## config.mk

```make
export PLATFORM = sky130hd
export DESIGN_NAME = ysyx_23060240_lsu_axi_master
export DESIGN_NICKNAME = d
export VERILOG_FILES = /design/src/rtl/ysyx_23060240_lsu_axi_master.sv
export SDC_FILE = /design/constraint.sdc
export NUM_CORES = 1
export LEC_CHECK = 0
export ABC_AREA = 1
export CAP_MARGIN = 40
export CELL_PAD_IN_SITES_DETAIL_PLACEMENT = 1
export CELL_PAD_IN_SITES_GLOBAL_PLACEMENT = 1
export CORE_ASPECT_RATIO = 0.5
export CORE_MARGIN = 3
export CORE_UTILIZATION = 31
export CTS_CLUSTER_DIAMETER = 200
export DETAILED_ROUTE_END_ITERATION = 6
export PLACE_DENSITY = 0.93
export SETUP_SLACK_MARGIN = 0.02
export SYNTH_ARGS = -nofsm -noshare
export SYNTH_HDL_FRONTEND = slang
export SYNTH_SLANG_ARGS = --single-unit
```

## constraint.sdc

```tcl
create_clock -name clk -period 1.8 [get_ports clk]
set_input_delay 0.36 -clock clk [delete_from_list [all_inputs] [get_ports clk]]
set_output_delay 0.36 -clock clk [all_outputs]
set_load 0.01 [all_outputs]
```

## src/rtl/ysyx_23060240_lsu_axi_master.sv

```systemverilog
// Load/store unit AXI4-Lite master.
// Takes one core request at a time. Each request becomes a single AXI read
// or write beat on a word-aligned address, or an immediate error response
// when the access is misaligned. Loads are lane-extracted and then sign- or
// zero-extended. Stores are replicated across the lanes and masked by wstrb.

module ysyx_23060240_lsu_axi_master #(
    parameter bit MISALIGN_CHK = 1'b1
) (
    input  logic        clk,
    input  logic        rst,

    input  logic        req_valid,
    output logic        req_ready,
    input  logic        req_wen,
    input  logic [31:0] req_addr,
    input  logic [31:0] req_wdata,
    input  logic [1:0]  req_size,
    input  logic        req_unsigned,

    output logic        resp_valid,
    output logic [31:0] resp_rdata,
    output logic        resp_err,

    output logic [31:0] araddr,
    output logic        arvalid,
    input  logic        arready,
    input  logic [31:0] rdata,
    input  logic [1:0]  rresp,
    input  logic        rvalid,
    output logic        rready,

    output logic [31:0] awaddr,
    output logic        awvalid,
    input  logic        awready,
    output logic [31:0] wdata,
    output logic [3:0]  wstrb,
    output logic        wvalid,
    input  logic        wready,
    input  logic [1:0]  bresp,
    input  logic        bvalid,
    output logic        bready
);

    typedef enum logic [2:0] {
        IDLE,
        RD_ADDR,
        RD_DATA,
        WR_REQ,
        WR_RESP,
        ERR
    } state_t;

    state_t      state;
    logic [31:0] addr_q;
    logic [31:0] wdata_q;
    logic [1:0]  size_q;
    logic        unsigned_q;
    logic        wen_q;
    logic        aw_done;
    logic        w_done;
    logic        misaligned;

    // Selects the addressed byte, half or word from a bus beat and extends it
    // to 32 bits.
    function automatic logic [31:0] load_extract(input logic [1:0]  lo,
                                                 input logic [1:0]  size,
                                                 input logic        uns,
                                                 input logic [31:0] beat);
        logic [7:0]  b;
        logic [15:0] h;
        b = beat[8*lo +: 8];
        h = beat[16*lo[1] +: 16];
        case (size)
            2'd0:    load_extract = uns ? {24'h0, b} : {{24{b[7]}}, b};
            2'd1:    load_extract = uns ? {16'h0, h} : {{16{h[15]}}, h};
            default: load_extract = beat;
        endcase
    endfunction

    // Flags accesses that do not sit on their natural boundary.
    always_comb begin
        misaligned = 1'b0;
        case (req_size)
            2'd1:    misaligned = req_addr[0];
            2'd2:    misaligned = (req_addr[1:0] != 2'b00);
            2'd3:    misaligned = 1'b1;
            default: misaligned = 1'b0;
        endcase
    end

    // Both channels use the word-aligned address of the latched request.
    // The write lanes are built from the latched data, so they stay stable
    // for the whole write.
    always_comb begin
        araddr = {addr_q[31:2], 2'b00};
        awaddr = {addr_q[31:2], 2'b00};
        wdata  = wdata_q;
        wstrb  = 4'b1111;
        case (size_q)
            2'd0: begin
                wdata = {4{wdata_q[7:0]}};
                wstrb = 4'b0001 << addr_q[1:0];
            end
            2'd1: begin
                wdata = {2{wdata_q[15:0]}};
                wstrb = 4'b0011 << addr_q[1:0];
            end
            default: begin
                wdata = wdata_q;
                wstrb = 4'b1111;
            end
        endcase
    end

    // Transaction FSM. All handshake and response outputs are registered here.
    always_ff @(posedge clk or negedge rst) begin
        if (!rst) begin
            state      <= IDLE;
            addr_q     <= 32'h0;
            wdata_q    <= 32'h0;
            size_q     <= 2'd0;
            unsigned_q <= 1'b0;
            wen_q      <= 1'b0;
            aw_done    <= 1'b0;
            w_done     <= 1'b0;
            req_ready  <= 1'b1;
            resp_valid <= 1'b0;
            resp_rdata <= 32'h0;
            resp_err   <= 1'b0;
            arvalid    <= 1'b0;
            rready     <= 1'b0;
            awvalid    <= 1'b0;
            wvalid     <= 1'b0;
            bready     <= 1'b0;
        end else begin
            resp_valid <= 1'b0;
            case (state)
                IDLE: begin
                    if (req_valid && req_ready) begin
                        addr_q     <= req_addr;
                        wdata_q    <= req_wdata;
                        size_q     <= req_size;
                        unsigned_q <= req_unsigned;
                        wen_q      <= req_wen;
                        req_ready  <= 1'b0;
                        if (MISALIGN_CHK && misaligned) begin
                            state <= ERR;
                        end else if (req_wen) begin
                            awvalid <= 1'b1;
                            wvalid  <= 1'b1;
                            state   <= WR_REQ;
                        end else begin
                            arvalid <= 1'b1;
                            state   <= RD_ADDR;
                        end
                    end
                end
                ERR: begin
                    resp_valid <= 1'b1;
                    resp_err   <= 1'b1;
                    resp_rdata <= 32'h0;
                    req_ready  <= 1'b1;
                    state      <= IDLE;
                end
                RD_ADDR: begin
                    if (arready) begin
                        arvalid <= 1'b0;
                        rready  <= 1'b1;
                        state   <= RD_DATA;
                    end
                end
                RD_DATA: begin
                    if (rvalid) begin
                        rready     <= 1'b0;
                        resp_valid <= 1'b1;
                        resp_rdata <= wen_q ? 32'h0
                                    : load_extract(addr_q[1:0], size_q, unsigned_q, rdata);
                        resp_err   <= (rresp != 2'b00);
                        req_ready  <= 1'b1;
                        state      <= IDLE;
                    end
                end
                WR_REQ: begin
                    if (awvalid && awready) begin
                        awvalid <= 1'b0;
                        aw_done <= 1'b1;
                    end
                    if (wvalid && wready) begin
                        wvalid <= 1'b0;
                        w_done <= 1'b1;
                    end
                    if ((aw_done || (awvalid && awready)) &&
                        (w_done  || (wvalid  && wready))) begin
                        aw_done <= 1'b0;
                        w_done  <= 1'b0;
                        bready  <= 1'b1;
                        state   <= WR_RESP;
                    end
                end
                WR_RESP: begin
                    if (bvalid) begin
                        bready     <= 1'b0;
                        resp_valid <= 1'b1;
                        resp_err   <= (bresp != 2'b00);
                        resp_rdata <= 32'h0;
                        req_ready  <= 1'b1;
                        state      <= IDLE;
                    end
                end
                default: state <= IDLE;
            endcase
        end
    end

endmodule

```

==> impl.org <==
** Logic synthesis
- The synthesized netlist devotes 28.97% of its cell area to simple gates.
- The synthesized design contains 0 enable-type register cells.
- Total of warnings raised by yosys :: 0
- Share of synthesized area occupied by flip-flops and latches :: 45.11%
- Post-synthesis share of cell area spent on xor and xnor gates :: 0%
- The commonest cells after synthesis are sky130_fd_sc_hd__nand2_1 (363), sky130_fd_sc_hd__dfrtp_1 (112), sky130_fd_sc_hd__inv_1 (84).
- Share of the synthesized area in compound gates (AO/OA/AOI/OAI) :: 8.340%
- Measured against the total synthesized area, the mux share comes to 0%.
- Each instance of the synthesized netlist takes up on average 7.421 sq um.
- Share of synthesized registers carrying an async set or reset :: 100.0%
- The netlist uses 29 different library cells.
- In the synthesized netlist, the number of instances is 845.
- Leading cell type by number of instances after synthesis :: sky130_fd_sc_hd__nand2_1
- The synthesized netlist devotes 0% of its cell area to adder and majority cells.
- Share of the synthesized area in the top cell type :: 44.69%
- By area, the combinational part of the netlist is dominated by simple AND/OR/NAND/NOR gates.
- Synthesis-stage register bit count :: 113
- Main flop type after synthesis :: sky130_fd_sc_hd__dfrtp_1
- In this run the cell area of the synthesized design comes to 6271 sq um.
- Of all cell types, the one taking the most synthesized area is sky130_fd_sc_hd__dfrtp_1.
- After synthesis, the cell types taking the most area are sky130_fd_sc_hd__dfrtp_1 (45%), sky130_fd_sc_hd__nand2_1 (22%), sky130_fd_sc_hd__buf_4 (9.2%).

** Pwr
- For this design the ratio of total power to cell area is 1856 nW/um^2.
- Summed over all nets, the switching power comes to 7.544 mW.
- Reported leakage power :: 4.848 nW
- The worst-case IR drop observed on VDD is 0.8687 mV.
- The clock network burns 20.5% of the power.
- Sw Share :: 42.36%
- Internal power :: 10.26 mW
- Relative contribution of combinational cells to total power :: 54.3%
- Share of total power in sequential cells :: 25.2%

** Global route
- Vias in the first global route :: 7017
- The first global-routing pass estimated 39070 um of wire.
- All-Layer GR Usage :: 22.18%
- Maximum number of pins on one net before global-route repair :: 45
- The total overflow left after global routing is 0.
- The initial antenna violation count is 2.

** STA
- Portion of the clock cycle consumed by the worst path in the final layout :: 109.2%
- Across all setup checks in the final design, the least slack found is -0.1654 ns.
- Setup violations remaining at the end of the flow were counted as 26.
- Final Hold Viols :: 0
- Derived from the worst setup path, the maximum achievable clock frequency is 508.8 MHz.
- Clk_skew :: 0.01292 ns
- Count of final max-slew check failures :: 0
- The smallest clock period supported by the final layout is computed as 1.965 ns.
- Worst hold slack :: 0.4180 ns
- Unrepaired setup endpoints after global routing :: true

** Placement
- In this run, placement finished with an instance count of 1284.
- The count of buffers added on input and output ports is 247.
- The congestion estimate from routability-driven global placement came to 0.8556.
- Detailed placement ended at an HPWL of 17190 um.
- Cell Area, Placed :: 8632 sq um

** Layout
- Relative to the synthesized area, the layout overhead comes to 53.01%.
- Fraction of final layout cells with drive strength greater than 1 :: 16.28%
- Post-layout instance count excluding filler cells :: 1337
- Post-route design area :: 9595 sq um
- After the last flow step, the layout net total stands at 1168.

** Critical path
- For this design, the slowest cell found on the critical path is sky130_fd_sc_hd__dfrtp_1.
- Measured in cells, the most critical reg-to-reg path has a length of 11.
- Critical Path Fanout Max :: 8
- At the worst endpoint, the required time is 1.44 ns.
- Crit start category :: register
- Reg-to-reg critical path startpoint :: size_q[1]
- Broken down by cell family, the worst path's largest delay share belongs to buffers and inverters.
- CP bufs+invs :: 4
- For this run, the slowest stage of the critical path takes 0.42 ns.
- The critical path goes through inv_4 > buf_8 > buf_12 > o221ai_1 > buf_2.
- Critical path endpoint category :: primary output
- FF-to-FF End :: resp_rdata[23]
- Worst path arrival time :: 1.61 ns
- Across all register-to-register paths, the minimum setup slack is -0.04 ns.
- Type of the setup path with the least slack :: register to primary output

** Drt
- Count of vias placed by the detailed router :: 6585
- Post-route DRC :: 0
- After detailed routing, the average wire length per cell comes to 19.74 um.
- In this run, the number of DRC markers left after iteration 0 of detailed routing was 363.
- Remaining antenna violation count after routing :: 0
- Dividing the detail-routed via count by the number of cells gives 4.925.
- The first detailed-routing pass ran for 5 iterations.
- The final layout contains routed wiring with a total length of 26400 um.

** Outcome
- Failing checks :: negative setup slack
- The run finished, with violations left.

** Clock network
- TritonCTS built the clock tree.
- Clock-pin slew was measured on the worst setup and hold paths at 0.06 ns.
- The clock net in this run drives a total of 113 sinks.
- H-tree depth reported by CTS :: 4
- Total CTS buffers :: 17
- Root cell of the clock tree :: sky130_fd_sc_hd__clkbuf_16
- CTS max path bufs :: 2
- Clock latency reported for the late side of the worst-skew pair :: 0.42 ns

** Hold path
- The worst hold path belongs to the class input port to asynchronous set/reset pin.

** Floorplanning
- Die X-Extent :: 207.1 um
- For this configuration, the core starts out at a cell density of 31.93%.
- Die Ht :: 106.6 um
- Ports :: 252
- # rows :: 36
- Placeable core area :: 19640 sq um
- The die covers 22070 sq um.

** Job
- Across the run, the number of max-cap violations was 0.
sequential cells by signal, summed over array words and instances (netlist names), 2 cells and up:
name        cells
wdata_q        32
addr_q         32
state           3
size_q          2
resp_rdata     32
placed cells by master, fill, tap and decap left out, types with 8 or more instances in the layout:
master                              n
sky130_fd_sc_hd__nand2_4            8
sky130_fd_sc_hd__o21ai_2           13
sky130_fd_sc_hd__inv_1             82
sky130_fd_sc_hd__o21ai_0           44
sky130_fd_sc_hd__clkdlybuf4s50_1  211
sky130_fd_sc_hd__a21oi_1           16
sky130_fd_sc_hd__buf_2             26
sky130_fd_sc_hd__buf_4             26
sky130_fd_sc_hd__nand3_1           39
sky130_fd_sc_hd__nand2_1          352
sky130_fd_sc_hd__nand2_2           17
sky130_fd_sc_hd__clkbuf_16         17
sky130_fd_sc_hd__dfrtp_1          111
sky130_fd_sc_hd__buf_12             9
sky130_fd_sc_hd__buf_6             10
final cells by class:
cell class | count | area, sq um
Antenna cell | 2 | 5.005
Clock buffer | 21 | 460.4
Clock inverter | 11 | 160.2
Fill cell | 2344 | 10040
Inverter | 92 | 360.3
Multi-Input combinational cell | 538 | 2581
Sequential cell | 113 | 2830
Tap cell | 266 | 332.8
Timing Repair Buffer | 292 | 2854
Timing Repair inverter | 2 | 11.26
worst max path at each step:
stage	slack, ns	to	startpoint	cells past startpoint
6_report	-0.17	wdata[31]	size_q[1]	5
3_5_place_dp	-0.19	wdata[27]	size_q[1]	6
4_1_cts	-0.09	wdata[31]	size_q[1]	5
2_1_floorplan	0.27	wdata[11]	size_q[1]	7
5_1_grt	-0.20	wdata[31]	size_q[1]	5
3_3_place_gp	-0.06	wdata[24]	size_q[1]	6
power by group through the flow:
stage | Combinational (mW) | Clock (mW) | Sequential, mW
CTS | 8.92 | 3.70 | 4.39
floorplan | 4.99 | 0 | 4.30
finish | 9.67 | 3.65 | 4.49
global route | 10.4 | 3.83 | 4.61
global placement | 8.31 | 0 | 4.34
detailed placement | 8.67 | 0 | 4.39
per-layer routing:
metal | part of all wire, % | GRT usage, % | wire [um] | up-vias
li1 | - | - | - | 2950
met5 | 0 | 0 | 0 | -
met2 | 51 | 41.00 | 13490 | 286
met3 | 4.5 | 4.969 | 1176 | 79
met1 | 40 | 24.98 | 10550 | 3270
met4 | 4.4 | 9.240 | 1174 | 0
cell families after synthesis:
logic type	count (synthesis)
and+or+nand+nor	437
buffers and inverters	199
DFF	113
AOI/OAI and AO/OA	95
other	1
stage by stage:
step                utilization, %  setup slack (ns)  TNS (ns)  total power [mW]
global route                 48.86           -0.2039    -3.695             18.79
global placement             43.95          -0.06010   -0.7919             12.65
CTS                          47.72          -0.09342    -1.345             17.02
finish                       48.86           -0.1654    -2.237             17.81
floorplan                        -            0.2677         0             9.287
detailed placement           43.95           -0.1862    -3.956             13.06
what timing repair did:
action	4_1_cts	5_1_grt
endpoints found under the hold margin	19	0
setup endpoints to repair	32	70
buffers inserted	12	4
gates resized for setup	174	44
hold buffers	1	0
pin swaps	9	11
gates cloned	2	2
(Power assumes the default switching activity.)
==> variant 1: new RTL, same settings <==
`MISALIGN_CHK`: 1'b1 -> 1'b0.
--- a/src/rtl/ysyx_23060240_lsu_axi_master.sv
+++ b/src/rtl/ysyx_23060240_lsu_axi_master.sv
@@ -5,7 +5,7 @@
 // zero-extended. Stores are replicated across the lanes and masked by wstrb.
 
 module ysyx_23060240_lsu_axi_master #(
-    parameter bit MISALIGN_CHK = 1'b1
+    parameter bit MISALIGN_CHK = 1'b0
 ) (
     input  logic        clk,
     input  logic        rst,
Formal check against the unedited RTL: not equivalent (a bounded check fails within 4 cycles, from zero or initial values and one cycle with rst low).
==> variant 1 against the unedited design <==
The run still ends with negative setup slack left; critical path depth unchanged; clock power down 4%; power down 1.6%; wire length down 8.5%; highest routed layer is now met5; count of clock-buffer cells in the layout down 2; first-iteration DRC count down 29%; worst setup slack worse by 0.0014 ns; synthesized cell count unchanged; area after synthesis down 2.2%; cell area down 1.7%; sequential cell count unchanged; final cell count down 0.67%; sequential power up 2%.
==> variant 1: results (changes against the unedited design) <==
- Outcome: finished, violations left
- Failing checks: negative setup slack
- CTS resizes: 163 (-6.3%)
- Fraction of area in multi-input gates: 0.260 (-0.00886)
- Delay-heaviest family, CP: flip-flops
- Pre-antenna DRT Iters: 4 (-1)
- R2r worst-path depth: 12 (+1)
- Highest metal used: met5
- Routed WL per cell: 18.2 um (-7.8%)
- Met2 wire length: 12.7 mm (-5.9%)
- Buffers, non-clock: 294 (+0.68%)
- Worst setup endpoint: wdata[28]
- CP max stage cell: dfrtp_2
- Clk tree area frac: 0.0640 (-0.000635)
- P_comb: 9420 uW (-2.6%)
- Post-synthesis sequential area ratio: 0.461 (+0.0100)
- Reg2reg setup slack: 0.05 ns (+0.09 ns)
- Comb_multi_in: 560 (+4.1%)
- Total number of vias: 6270 (-4.8%)
- CP peak stage delay: 0.44 ns (+0.02 ns)
- Synth Area in Compound Gates: 0.0591 (-0.0243)
- Final Setup Violations: 22 (-15%)
- Iter 0 DRT Violations: 256 (-29%)
- Share of post-route cells with drive strength above 1: 0.150 (-0.0131)
- Metal3 WL: 1.08 mm (-8.2%)
- Largest cells by area after synthesis: dfrtp_1 46%, nand2_1 27%, buf_4 9.2%, inv_1 3.7%, o21ai_0 2.8%
- Initial antenna violation count: 1 (-1)
- Inverters: 70 (-26%)
- Synth Area in Adders: 0 (unchanged)
- Final WS setup: -0.167 ns (-0.00136 ns)
- Met2 GRT Util: 0.398 (-0.0124)
- Combinational power share: 0.537 (-0.006)
- FF-to-FF End: resp_rdata[9]
- Final Wtd Congestion: 0.845 (-1.3%)
- Distinct cells, synth: 26 (-10%)
- Final Skew: 0.0116 ns (-0.00129 ns)
- First-pass GRT wire length: 37.3 mm (-4.5%)
- M1 WL: 9.24 mm (-12%)
- Fill cells: 2311 (-1.4%)
- Synth top cells by count: 436 x nand2_1, 112 x dfrtp_1, 75 x buf_4
- Total setup buffers inserted after CTS: 8 (-4)
- Gr usage total: 0.220 (-0.00199)
- Largest net degree at the start of global routing: 39 (-13%)
- Sum of negative setup slack: -1.65 ns (+0.589 ns)
- GR Layer Usage met1: 0.247 (-0.00325)
- Dpl ws: -0.245 ns (-0.0591 ns)
- HPWL Detailed: 16.8 mm (-2.4%)
- P_seq: 4600 uW (+2%)
- Signal buffers share of area: 0.312 (+0.0144)
- Layout clock buffers: 19 (-9.5%)
variant 1: cell types whose count changed after synthesis, sizes merged, moves of 3 or more:
cell	delta
nor2	+4
nand3	-12
o21ai	-25
inv	-23
nand2	+62
o221ai	-8
nand3b	-3
o211ai	+6
variant 1: worst min-delay path by stage:
stage                        endpoint  slack (ns)  cells past startpoint  startpoint
after floorplan             addr_q[0]        0.06                      0         rst
after global placement      addr_q[9]        0.34                      1         rst
final                     wdata_q[11]        0.44                      2         rst
after global routing      wdata_q[11]        0.49                      2         rst
after detailed placement  wdata_q[11]        0.35                      1         rst
after CTS                 wdata_q[11]        0.45                      2         rst
variant 1: metrics by stage:
stage	area, um^2	hold WS, ns	std cells
after floorplan	6150	0.0644	848
final	9440	0.440	1328
after global routing	9440	0.485	1328
after CTS	9220	0.455	1319
after detailed placement	8520	0.353	1276
after global placement	8520	0.341	1276
==> variant 2: new RTL, config.mk and constraints unchanged <==
Without the edit above. Make the reset (`rst`) synchronous in one clocked block.
--- a/src/rtl/ysyx_23060240_lsu_axi_master.sv
+++ b/src/rtl/ysyx_23060240_lsu_axi_master.sv
@@ -114,7 +114,7 @@
     end
 
     // Transaction FSM. All handshake and response outputs are registered here.
-    always_ff @(posedge clk or negedge rst) begin
+    always_ff @(posedge clk) begin
         if (!rst) begin
             state      <= IDLE;
             addr_q     <= 32'h0;
Behaviour: differs if rst is asserted again (counterexample within 4 cycles, from zero or initial values and one cycle with rst low); with rst held inactive, the same outputs for 4 cycles.
==> variant 2 against the unedited design <==
The flow still finishes with violations (negative setup slack); utilization rose by 1.4 points; wire length fell by 3.7%; first-iteration DRC count fell by 1.4%; via count barely moved; worst setup slack improved by 0.097 ns; power fell by 22%; cell area fell by 5.7%; global-route usage rose by 0.33 points; sequential cell count did not move; area after synthesis fell by 6.2%; critical path depth rose by 2; largest cell class unchanged.
==> variant 2: results (changes against the unedited design) <==
- Outcome: finished, violations left
- Failing checks: negative setup slack
- Final WS setup: -0.0684 ns (+0.0970 ns)
- Via/cell ratio: 5.01 (+1.7%)
- CP max FO: 13 (+5)
- Share of post-route cells with drive strength above 1: 0.174 (+0.0111)
- Critical R2R Launch: state[0]
- Metal3 WL: 1.02 mm (-13%)
- Grt met3 use: 0.0422 (-0.00749)
- Largest cells by area after synthesis: dfxtp_1 38%, nand2_1 17%, buf_4 9.7%, a21oi_1 8.9%, o21ai_0 5.7%
- Met2 wire length: 13.3 mm (-1.6%)
- R2r worst-path depth: 7 (-4)
- CP max stage cell: dfxtp_2
- Final Skew: 0.00982 ns (-0.00310 ns)
- Hold crit path type: flop to flop
- Post-synth ARST share: 0 (-1.00)
- Post-synthesis sequential area ratio: 0.385 (-0.0665)
- Power per cell area: 1530 nW/um^2 (-17%)
- Worst VDD drop: 0.800 mV (-7.9%)
- FF-to-FF End: state[1]
- Sum of negative setup slack: -0.467 ns (+1.77 ns)
- Distinct cells, synth: 30 (+3.4%)
- CP peak stage delay: 0.34 ns (-0.08 ns)
- Final Setup Violations: 12 (-54%)
- Fin cells: 1316 (-1.6%)
- Placed cells: 1271 (-1.0%)
- Syn_area_per_cell: 6.91 um^2 (-6.9%)
- WP data arrival: 1.51 ns (-0.10 ns)
- ANT cells: 0 (-2)
- Gr usage total: 0.225 (+0.00327)
- HPWL Detailed: 17.4 mm (+0.95%)
- Fill cells: 2225 (-5.1%)
- Most used DFF post-synth: dfxtp_1
- Iter 0 DRT Violations: 358 (-1.4%)
- Final nets: 1163 (-0.43%)
- CTS resizes: 145 (-17%)
- First-pass GRT wire length: 37.2 mm (-4.8%)
- Met2 GRT Util: 0.430 (+0.0199)
- Reg2reg setup slack: 0.06 ns (+0.10 ns)
- Lkg Pwr: 0.00370 uW (-24%)
- Routed WL per cell: 19.3 um (-2.1%)
- GR Layer Usage met1: 0.251 (+0.00104)
- Total setup buffers inserted after CTS: 9 (-3)
==> variant 2: cell types whose count changed after synthesis, sizes merged, moves of 4 or more <==
cell and change:
o21ai +4, nor2 +8, nand3 -8, a21oi +109, dfrtp -112, dfxtp +113
inv -8, nand2 -108, clkbuf +18, buf -8
==> variant 2: how the worst max path moves through the flow <==
| stage | cells after the start | slack, ns | endpoint | from |
|---|---|---|---|---|
| 2_1_floorplan | 6 | 0.15 | wdata[10] | size_q[1] |
| 3_3_place_gp | 9 | 0.02 | resp_rdata[18] | rdata[15] |
| 3_5_place_dp | 6 | -0.18 | wdata[10] | size_q[1] |
| 4_1_cts | 8 | -0.14 | wdata[28] | size_q[1] |
| 5_1_grt | 7 | -0.13 | wdata[8] | size_q[1] |
| 6_report | 7 | -0.07 | wdata[12] | size_q[1] |
==> variant 2: area by class of cell <==
type,count,share of cell area
repair buffers,295,0.311
multi-input cells,538,0.298
flip-flops and latches,113,0.252
clock buffers,22,0.0513
inverters,86,0.0378
well taps,252,0.0349
clock inverters,10,0.0148
==> variant 2: worst reg2reg max path, cell delays in order (launching register included) <==
cell	delay (ns)
dfxtp_1	0.52
nor2_1	0.16
nand3_1	0.22
nand2_1	0.17
nor2_1	0.27
nand2_1	0.12
nor2_1	0.11
nor2_1	0.05
==> variant 2: power breakdown <==
group          internal, uW  total (uW)  switching, uW
registers              3090        3580            488
logic                  2850        6800           3950
clock network          2240        3490           1240
total                  8190       13900           5680
==> variant 2: logic make-up (layout without fill, tap and decap cells) <==
logic type,Yosys count,in the layout,share of synthesized area
AO/OA/AOI/OAI,205,205,0.195
other,1,4,0.000638
buffers and inverters,203,413,0.187
AND/OR/NAND/NOR,329,329,0.233
flip-flops,113,113,0.385
